**config.mk**
```make
export PLATFORM = sky130hd
export DESIGN_NAME = dma_bus_arbiter
export DESIGN_NICKNAME = d
export VERILOG_FILES = /design/src/rtl/dma_bus_arbiter.sv
export SDC_FILE = /design/constraint.sdc
export NUM_CORES = 1
export LEC_CHECK = 0
export CORE_ASPECT_RATIO = 1.4
export CORE_UTILIZATION = 44
export CTS_CLUSTER_SIZE = 12
export DETAILED_ROUTE_END_ITERATION = 10
export PLACE_DENSITY = 0.84
export REMOVE_ABC_BUFFERS = 1
export SYNTH_ARGS = -nofsm -noshare
export SYNTH_HDL_FRONTEND = slang
export SYNTH_SLANG_ARGS = --single-unit
```
**constraint.sdc**
```tcl
create_clock -name clk -period 1.83 [get_ports clk]
set_input_delay 0.366 -clock clk [delete_from_list [all_inputs] [get_ports clk]]
set_output_delay 0.366 -clock clk [all_outputs]
set_load 0.02 [all_outputs]
```
**src/rtl/dma_bus_arbiter.sv**
```systemverilog
// dma_bus_arbiter
// Hands the shared data-memory bus between the MIPS MEM stage and the 8237
// DMA controller. A DMA hold request is only acknowledged once the CPU's
// in-flight memory access has drained. The pipeline stays frozen for the whole
// time the DMA owns the bus, and for a short idle turnaround after it lets go.
// Every output comes straight from a flop, so there is no combinational path
// from any input to any output.

module dma_bus_arbiter #(
    parameter int DRAIN_CYCLES = 1,
    parameter int TURNAROUND   = 1,
    parameter int CNT_W        = 16
) (
    input  logic             clk,
    input  logic             reset,
    input  logic             hrq,
    input  logic             mem_busy,
    input  logic             clr_count,
    output logic             hlda,
    output logic             pipe_stall,
    output logic             bus_sel,
    output logic [CNT_W-1:0] hold_count
);

    localparam logic [1:0] ST_IDLE    = 2'd0;
    localparam logic [1:0] ST_DRAIN   = 2'd1;
    localparam logic [1:0] ST_GRANT   = 2'd2;
    localparam logic [1:0] ST_RELEASE = 2'd3;

    localparam int DRN_W = (DRAIN_CYCLES > 1) ? $clog2(DRAIN_CYCLES) : 1;
    localparam int TRN_W = (TURNAROUND > 1) ? $clog2(TURNAROUND) : 1;

    localparam logic [DRN_W-1:0] DRAIN_LOAD = DRN_W'(DRAIN_CYCLES - 1);
    localparam logic [TRN_W-1:0] TURN_LOAD  = TRN_W'(TURNAROUND - 1);

    logic [1:0]       state, state_nxt;
    logic [DRN_W-1:0] drain_cnt, drain_nxt;
    logic [TRN_W-1:0] turn_cnt, turn_nxt;

    // Next-state and counter logic. mem_busy is only looked at while draining.
    always_comb begin
        state_nxt = state;
        drain_nxt = drain_cnt;
        turn_nxt  = turn_cnt;
        case (state)
            ST_IDLE: begin
                if (hrq) begin
                    state_nxt = ST_DRAIN;
                    drain_nxt = DRAIN_LOAD;
                end
            end
            ST_DRAIN: begin
                if (!hrq) begin
                    state_nxt = ST_IDLE;
                end else if (drain_cnt == '0 && !mem_busy) begin
                    state_nxt = ST_GRANT;
                end else if (drain_cnt != '0) begin
                    drain_nxt = drain_cnt - DRN_W'(1);
                end
            end
            ST_GRANT: begin
                if (!hrq) begin
                    state_nxt = ST_RELEASE;
                    turn_nxt  = TURN_LOAD;
                end
            end
            ST_RELEASE: begin
                if (turn_cnt == '0) begin
                    state_nxt = ST_IDLE;
                end else begin
                    turn_nxt = turn_cnt - TRN_W'(1);
                end
            end
            default: begin
                state_nxt = ST_IDLE;
            end
        endcase
    end

    // State, counters and outputs. Outputs are decoded from the next state so
    // that they line up with the state register without an extra cycle of lag.
    always_ff @(posedge clk or posedge reset) begin
        if (reset) begin
            state      <= ST_IDLE;
            drain_cnt  <= '0;
            turn_cnt   <= '0;
            hlda       <= 1'b0;
            bus_sel    <= 1'b0;
            pipe_stall <= 1'b0;
        end else begin
            state      <= state_nxt;
            drain_cnt  <= drain_nxt;
            turn_cnt   <= turn_nxt;
            hlda       <= (state_nxt == ST_GRANT);
            bus_sel    <= (state_nxt == ST_GRANT);
            pipe_stall <= (state_nxt != ST_IDLE);
        end
    end

    // Saturating count of GRANT cycles. A clear takes precedence over an increment.
    always_ff @(posedge clk or posedge reset) begin
        if (reset) begin
            hold_count <= '0;
        end else if (clr_count) begin
            hold_count <= '0;
        end else if (state == ST_GRANT && hold_count != {CNT_W{1'b1}}) begin
            hold_count <= hold_count + CNT_W'(1);
        end
    end

endmodule
```
# Yosys cells after proc, flatten, opt, wreduce, memory -nomap -nowiden
# Index checks and enable logic that the tools add are counted.
# word_totals
regBits	22
in_bits	5
output_inout_bits	19
word_cells	45
# classes
add_sub_neg	3
n_eq_ne	9
n_mux	16
n_bitwise	1
reduce_logical	10
# ops
operator	count
16-bit 2-to-1 mux	2
16-bit by 1-bit adder with 16-bit output (second input constant)	1
16-bit != test (second input constant)	1
2-bit 2-to-1 mux	5
2-bit != test (second input constant)	4
2-bit one-hot mux with 4 select lines	1
2-bit nonzero test	4
2-bit == test (second input constant)	3
1-bit 2-to-1 mux	6
1-bit one-hot mux with 2 select lines	2
4-bit AND reduction	1
2-bit by 1-bit == test with 1-bit output (second input constant)	1
1-bit logical AND	2
2-bit logical NOT	1
2-bit AND reduction	1
1-bit subtractor (second input constant)	2
1-bit logical NOT	1
1-bit NOT	1

# Longest topological paths before layout
# Gate-level depths: netlist of the first run.
# logic_depth
word_depth	6
mapped_depth	6
mapped_depth_nobuf	5

# Worst setup path before layout of the first run
# Ideal clock, no wire load.
# synth_timing
path_kind	reg2reg
start	register hold_count[0]
end	register hold_count[10]
setup_time_ns	0.078
arrival_time_ns	1.868
required_time_ns	1.752
slack_ns	-0.116
path_stages_with_launch	7
path_buffers	1
period_less_slack_ns	1.946
cell_sequence	dfrtp_1 > ha_1 > nand4_1 > or3_1 > buf_2 > or4_1 > a21oi_1
# synth_between
elab_chain_cells	3
# synth_lines
item	line_no	rtl
from (decl)	22	output logic [CNT_W-1:0] hold_count
from (signal assigned)	107	hold_count <= hold_count + CNT_W'(1);
16-bit by 1-bit adder with 16-bit output / 16-bit != test (equally long branches)	107, 106	
16-bit 2-to-1 mux / 1-bit logical AND (equally long branches)	106	end else if (state == ST_GRANT && hold_count != {CNT_W{1'b1}}) begin
16-bit 2-to-1 mux / 2-bit nonzero test (equally long branches)	-	
# Several ways; a longest one is shown, not always the timed one. The select of a mux whose other input is x is not followed.
# A chain may end at the register's enable or synchronous reset.

# Final worst setup path of the first run
# layout_timing
start	register hold_count[12]
end	output hold_count[12]
# No word-level cell between the ends.

==> summary.txt, run 1 <==
Run status
  – Status: finished, violations left
  – Failing checks: DRC

Routing
  – Total wire length: 2.62 mm
  – Vias: 1047
  – Post-route antenna net violation count: 0
  – Wire per inst: 15.4 um
  – Iter 0 DRT Violations: 37
  – Via density: 6.16
  – Residual DRC: 1
  – First drt pass iteration count: 7

Floorplanning
  – # rows: 20
  – Core footprint: 0.00223 mm^2
  – Io pins: 24
  – Die X: 43.7 um
  – Die Footprint: 0.00264 mm^2
  – Chip height: 60.3 um
  – Initial core utilization: 0.480

STA
  – Worst-margin pin slew: 448 ps
  – Clock Skew: 8.12 ps
  – Fin crit share: 0.977
  – Max Clock Freq: 559 MHz
  – Final period demand of the worst path: 1790 ps
  – Relative slew slack: 0.701
  – Final Max Slew Viols: 0
  – Final hold vios: 0
  – Final setup fails: 0

Power
  – PwrDens: 747 mW/mm^2
  – Reg power frac: 0.479
  – Leak pwr: 0.621 nW
  – Sw Ratio: 0.300
  – Pint: 0.753 mW
  – Psw: 0.323 mW
  – Pwr Total: 1.08 mW
  – Clk pwr share: 0.244
  – Peak supply drop: 0.652 mV
  – Combinational share of power: 0.276

Yosys
  – Most used DFF post-synth: dfrtp_1
  – Post-synth cell types: 27
  – Async SR Flop Fraction: 1.00
  – Post-Syn Instances: 115
  – Number of synthesized flops with an enable pin: 0
  – Post-synthesis sequential area ratio: 0.468
  – Yosys warning count: 0
  – #FFs+latches synth: 20
  – Synth Area per Inst: 9.30 um^2
  – Cell area after synthesis: 0.00107 mm^2

Clocking
  – CTS tree: yes
  – H-tree levels: 1
  – Clock root buffer: clkbuf_4
  – Hold-fix buffers, CTS: 0
  – Worst skew pair latency: 310 ps
  – TritonCTS buffer count: 3
  – Clock tree buffer depth: 2
  – TritonCTS Sinks: 20
  – Clk slew on worst S/H paths: 120 ps

Final layout
  – Ant diodes: 0
  – Synth-to-Final Area Change: 34.6%
  – Sequential cell area: 502 um^2
  – Final Util: 0.647
  – Multi-input logic area: 547 um^2
  – Total Nets Final: 155
  – Proportion of layout cells with a drive suffix above 1: 0.155
  – Fillers: 187

GRT
  – Overall routing resource usage: 0.226
  – Largest net degree at the start of global routing: 21
  – Vias in the first global route: 1008
  – First-pass GRT wire length: 4.42 mm
  – Initial antenna violation count: 0
  – GRT overflow: 0

Setup path
  – FF-to-FF path depth: 5
  – Crit-path slowest cell: clkdlybuf4s50_1
  – Crit-path leading delay family: buffers and inverters
  – CP arrival: 1420 ps
  – Reg2reg end: hold_count[12]
  – Worst path bufs/invs: 1
  – Nature of the critical path startpoint: flip-flop
  – Worst Path Required: 1460 ps
  – Reg2reg start: hold_count[0]
  – Slowest stage delay, CP: 640 ps
  – Critical path capture point type: output pin
  – Crit-path cells: clkdlybuf4s50_1
  – Worst Setup Path Type: reg2out
  – R2R Setup Slk: 80 ps
  – Critical path depth: 1
  – CP Max Fanout: 7

Placed design
  – GPL Wtd Cong: 0.797
  – IO Port Bufs: 23
  – DP Wirelength: 1.84 mm

Hold path
  – Min-Delay Path Class: in2async

Flow run
  – Max-cap violations: 0
## per-stage QoR
| step | setup slack, ps | cells | hold WS [ps] | area (um^2) | TNS [ps] |
|---|---|---|---|---|---|
| 3_3_place_gp | 168 | 166 | 562 | 1390 | 0 |
| 2_1_floorplan | -314 | 110 | 330 | 1040 | -1540 |
| 4_1_cts | 29.7 | 170 | 367 | 1420 | 0 |
| 5_1_grt | -12.4 | 170 | 377 | 1440 | -20.6 |
| 6_report | 41.9 | 170 | 359 | 1440 | 0 |
| 3_5_place_dp | 101 | 166 | 591 | 1390 | 0 |
## sequential cells by signal (all words and copies together), names as in the netlist
| signal | cells |
|---|---|
| bus_sel | 1 |
| state | 2 |
| hold_count | 16 |
| pipe_stall | 1 |
## cell usage in the layout, fill, tap and decap left out, types with 4 or more instances in the layout
cell             Yosys  routed
dfrtp_1             20      19
nor2b_1              4       4
a21oi_1             12      12
nand2b_1             4       4
nand2_1              9       9
nor2_1               7       7
nand3_1              4       4
or4_1                6       6
o21ai_0              5       5
o31ai_1              8       8
nand4_1              7       7
buf_4                1      11
clkdlybuf4s50_1      0      20
or3_1                5       4
## layer usage
layer / part of all wire / GRT usage
met3: 0.036 / 0.0298
met1: 0.44 / 0.279
met4: 0.015 / 0.103
met5: 0 / 0
met2: 0.51 / 0.388
## synthesized netlist by cell type, drive strengths merged (2+ instances only)
| cell type | instances | area, um^2 |
|---|---|---|
| dfrtp | 20 | 500 |
| a21oi | 12 | 60.1 |
| nand2 | 9 | 33.8 |
| o31ai | 8 | 60.1 |
| nand4 | 7 | 43.8 |
| nor2 | 7 | 26.3 |
| or4 | 6 | 45.0 |
| o21ai | 5 | 25.0 |
| or3 | 5 | 31.3 |
| nand2b | 4 | 25.0 |
| nand3 | 4 | 20.0 |
| nor2b | 4 | 25.0 |
| buf | 3 | 17.5 |
| mux2 | 3 | 33.8 |
| nor3 | 3 | 15.0 |
| and4 | 2 | 17.5 |
| clkbuf | 2 | 7.51 |
| inv | 2 | 7.51 |
| nor4 | 2 | 12.5 |
## worst register-to-register path: cells and delay by family, from the launching register on
kind / cells / cell delay [ps]
AOI/OAI and AO/OA: 1 / 160
adders and majority gates: 1 / 170
DFF: 1 / 380
and+or+nand+nor: 3 / 980
## area by class of cell
cell class              count  share of cell area
multi-input cells          88               0.380
flip-flops and latches     20               0.348
repair buffers             34               0.222
clock buffers               4              0.0252
well taps                  22              0.0191
inverters                   2             0.00521
## cell families after synthesis
family                   after synthesis  share of synthesized area
flip-flops                            20                      0.468
adder cells (fa/ha/maj)                1                     0.0117
multiplexers                           4                     0.0409
AND/OR/NAND/NOR                       56                      0.297
AO/OA/AOI/OAI                         27                      0.152
buffers and inverters                  7                     0.0304
## power by group through the flow
stage | clock, mW | sequential (mW) | combinational, mW
after floorplan | 0 | 0.569 | 0.0976
after global placement | 0 | 0.520 | 0.290
after detailed placement | 0 | 0.524 | 0.298
after CTS | 0.265 | 0.515 | 0.300
after global routing | 0.290 | 0.523 | 0.322
final | 0.263 | 0.516 | 0.297
## how the worst max path moves through the flow
stage | start | end | slack (ps)
3_3_place_gp | hold_count[8] | hold_count[4] | 170
3_5_place_dp | hold_count[0] | hold_count[12] | 100
4_1_cts | hold_count[8] | hold_count[8] | 30
5_1_grt | hold_count[1] | hold_count[12] | -10
6_report | hold_count[12] | hold_count[12] | 40
2_1_floorplan | hold_count[0] | hold_count[4] | -310
## timing repair
action,4_1_cts,5_1_grt
setup buffers,0,0
gates resized for setup,0,6
setup endpoints to repair,0,13
hold endpoints to repair,0,0
No activity file was read; power rests on OpenSTA's default activity.
==> run 2: changes to the inputs <==
--- a/config.mk
+++ b/config.mk
@@ -7,6 +7,7 @@
 export LEC_CHECK = 0
 export CORE_ASPECT_RATIO = 1.4
 export CORE_UTILIZATION = 44
+export CTS_BUF_LIST = sky130_fd_sc_hd__clkbuf_8 sky130_fd_sc_hd__clkbuf_16
 export CTS_CLUSTER_SIZE = 12
 export DETAILED_ROUTE_END_ITERATION = 10
 export PLACE_DENSITY = 0.84
==> run 2 against run 1 <==
Effect of this change:
- the flow still finishes with violations (DRC)
- register-to-register slack got worse by 30 ps
- hold slack improved by 68 ps
- first-iteration DRC count decreased by 14%
- highest routed layer unchanged
==> summary.txt, run 2 (same netlist as run 1, synthesis figures left out) <==
Final layout
  – Final instance count without filler cells: 170 (unchanged)
  – Synth-to-Final Area Change: 35.6% (was 34.6%)
  – Ant diodes: 0 (unchanged)
  – Largest registers: hold_count (16), state (2) (unchanged)
  – Fillers: 183 (was 187)
  – Total Nets Final: 155 (unchanged)
  – Biggest register: hold_count (unchanged)
  – Max reg flops: 16 (unchanged)
  – Proportion of layout cells with a drive suffix above 1: 0.149 (was 0.155)
  – Most frequent cells in the layout: clkdlybuf4s50_1 (23), dfrtp_1 (20), a21oi_1 (12) (was clkdlybuf4s50_1 (20), dfrtp_1 (19), a21oi_1 (12))
  – Commonest non-fill, non-tap cell in the layout: clkdlybuf4s50_1 (unchanged)

STA
  – Final period demand of the worst path: 1780 ps (was 1790 ps)
  – Final Max Slew Viols: 0 (unchanged)
  – Clock Skew: 2.70 ps (was 8.12 ps)
  – Fin crit share: 0.973 (was 0.977)
  – Final setup fails: 0 (unchanged)
  – Final hold vios: 0 (unchanged)
  – Worst-margin pin slew: 446 ps (was 448 ps)
  – Relative slew slack: 0.702 (was 0.701)
  – Max Clock Freq: 561 MHz (was 559 MHz)
  – Setup ws final: 48.8 ps (was 41.9 ps)

GRT
  – GRT overflow: 0 (unchanged)
  – Largest net degree at the start of global routing: 21 (unchanged)
  – Overall routing resource usage: 0.225 (was 0.226)
  – First-pass GRT wire length: 4.46 mm (was 4.42 mm)
  – Initial antenna violation count: 0 (unchanged)
  – Vias in the first global route: 1004 (was 1008)

Setup path
  – Critical path capture point type: flip-flop (was output pin)
  – Crit-path cells: ha_1 > nand4_1 > or3_4 > or4_1 > a21oi_1 (was clkdlybuf4s50_1)
  – CP arrival: 1970 ps (was 1420 ps)
  – CP Max Fanout: 8 (was 7)
  – Worst Setup Path Type: reg2reg (was reg2out)
  – Slowest stage delay, CP: 430 ps (was 640 ps)
  – Worst path bufs/invs: 0 (was 1)
  – Crit-path slowest cell: or4_1 (was clkdlybuf4s50_1)
  – Nature of the critical path startpoint: flip-flop (unchanged)
  – Worst Path Required: 2010 ps (was 1460 ps)
  – Crit-path leading delay family: simple AND/OR/NAND/NOR gates (was buffers and inverters)

Routing
  – Metal3 WL: 117 um (was 93 um)
  – Post-route antenna net violation count: 0 (unchanged)
  – Wire per inst: 15.8 um (was 15.4 um)
  – Highest metal used: met4 (unchanged)
  – DR WL met2: 1.37 mm (was 1.33 mm)
  – First drt pass iteration count: 8 (was 7)
  – Iter 0 DRT Violations: 32 (was 37)
  – Vias: 1083 (was 1047)
  – Met1 Wirelength: 1.13 mm (was 1.15 mm)
  – Total wire length: 2.68 mm (was 2.62 mm)
  – Residual DRC: 1 (unchanged)
  – Via density: 6.37 (was 6.16)

Floorplanning
  – Die Footprint: 0.00264 mm^2 (unchanged)
  – Chip height: 60.3 um (unchanged)
  – Core footprint: 0.00223 mm^2 (unchanged)
  – Io pins: 24 (unchanged)
  – # rows: 20 (unchanged)
  – Initial core utilization: 0.480 (unchanged)
  – Die X: 43.7 um (unchanged)

Flow run
  – Max-cap violations: 0 (unchanged)

Clocking
  – Clock root buffer: clkbuf_8 (was clkbuf_4)
  – TritonCTS buffer count: 3 (unchanged)
  – H-tree levels: 1 (unchanged)
  – Clock tree buffer depth: 2 (unchanged)
  – Worst skew pair latency: 260 ps (was 310 ps)
  – Post-cts sizing count: 0 (unchanged)
  – Hold-fix buffers, CTS: 0 (unchanged)
  – Post-CTS Setup Inserts: 0 (unchanged)
  – TritonCTS Sinks: 20 (unchanged)
  – Clk slew on worst S/H paths: 70 ps (was 120 ps)
  – CTS tree: yes (unchanged)

Power
  – Peak supply drop: 0.540 mV (was 0.652 mV)
  – PwrDens: 796 mW/mm^2 (was 747 mW/mm^2)
  – Leak pwr: 0.577 nW (was 0.621 nW)

Placed design
  – IO Port Bufs: 23 (unchanged)
  – Pre-CTS setup slack: 101 ps (unchanged)
  – GPL Wtd Cong: 0.797 (unchanged)
  – Placed cell count: 166 (unchanged)
  – DP Wirelength: 1.84 mm (unchanged)

Run status
  – Failing checks: DRC (unchanged)
  – Status: finished, violations left (unchanged)

Hold path
  – Min-Delay Path Class: in2async (unchanged)
run 2: changes by cell type in the layout (fill, tap and decap cells not counted):
cell,change
clkdlybuf4s50_1,+3
dfrtp_2,-1
clkbuf_8,+3
dfrtp_1,+1
dlymetal6s2s_1,-3
clkbuf_4,-3
run 2: layout make-up:
type                            count  area (um^2)  share of cell area
Sequential cell                    20          500               0.345
Timing Repair Buffer               34          313               0.216
Clock buffer                        4         55.1              0.0380
Multi-Input combinational cell     88          547               0.377
Tap cell                           22         27.5              0.0190
Inverter                            2         7.51             0.00518
run 2: path summary, 6_finish.rpt:
path	depth (start not counted)	to	slack (ps)	start
max	5	hold_count[12]	50	hold_count[0]
min	3	hold_count[7]	430	reset
min reg2reg	2	hold_count[14]	600	hold_count[14]
max reg2reg	5	hold_count[12]	50	hold_count[0]
min in group clk	2	hold_count[14]	600	hold_count[14]
max in group asynchronous	3	hold_count[15]	1200	reset
run 2: per-layer routing:
layer  track usage  vias to the layer above
met5             0                        -
met1         0.288                      538
met3        0.0208                       10
li1              -                      498
met4         0.103                        0
met2         0.382                       37
run 2: worst reg2reg max path: cells and delay by family (launching register included):
family	cells	cell delay, ps
DFF	1	370
AOI/OAI and AO/OA	1	160
and+or+nand+nor	3	1020
adders and majority gates	1	170
run 2: power breakdown:
| part | internal [mW] | switching, mW | leakage, nW |
|---|---|---|---|
| clock | 0.191 | 0.143 | 0.0288 |
| combinational | 0.148 | 0.156 | 0.274 |
| sequential | 0.486 | 0.0306 | 0.274 |
| total | 0.825 | 0.329 | 0.577 |
run 2: metrics by stage:
step	total power, mW	utilization	TNS (ps)	hold WS (ps)	instance area, um^2
3_3_place_gp	0.810	0.622	0	562	1390
4_1_cts	1.16	0.647	0	433	1440
2_1_floorplan	0.667	-	-1540	330	1040
6_report	1.15	0.651	0	426	1450
3_5_place_dp	0.821	0.622	0	591	1390
5_1_grt	1.21	0.651	-42.0	450	1450
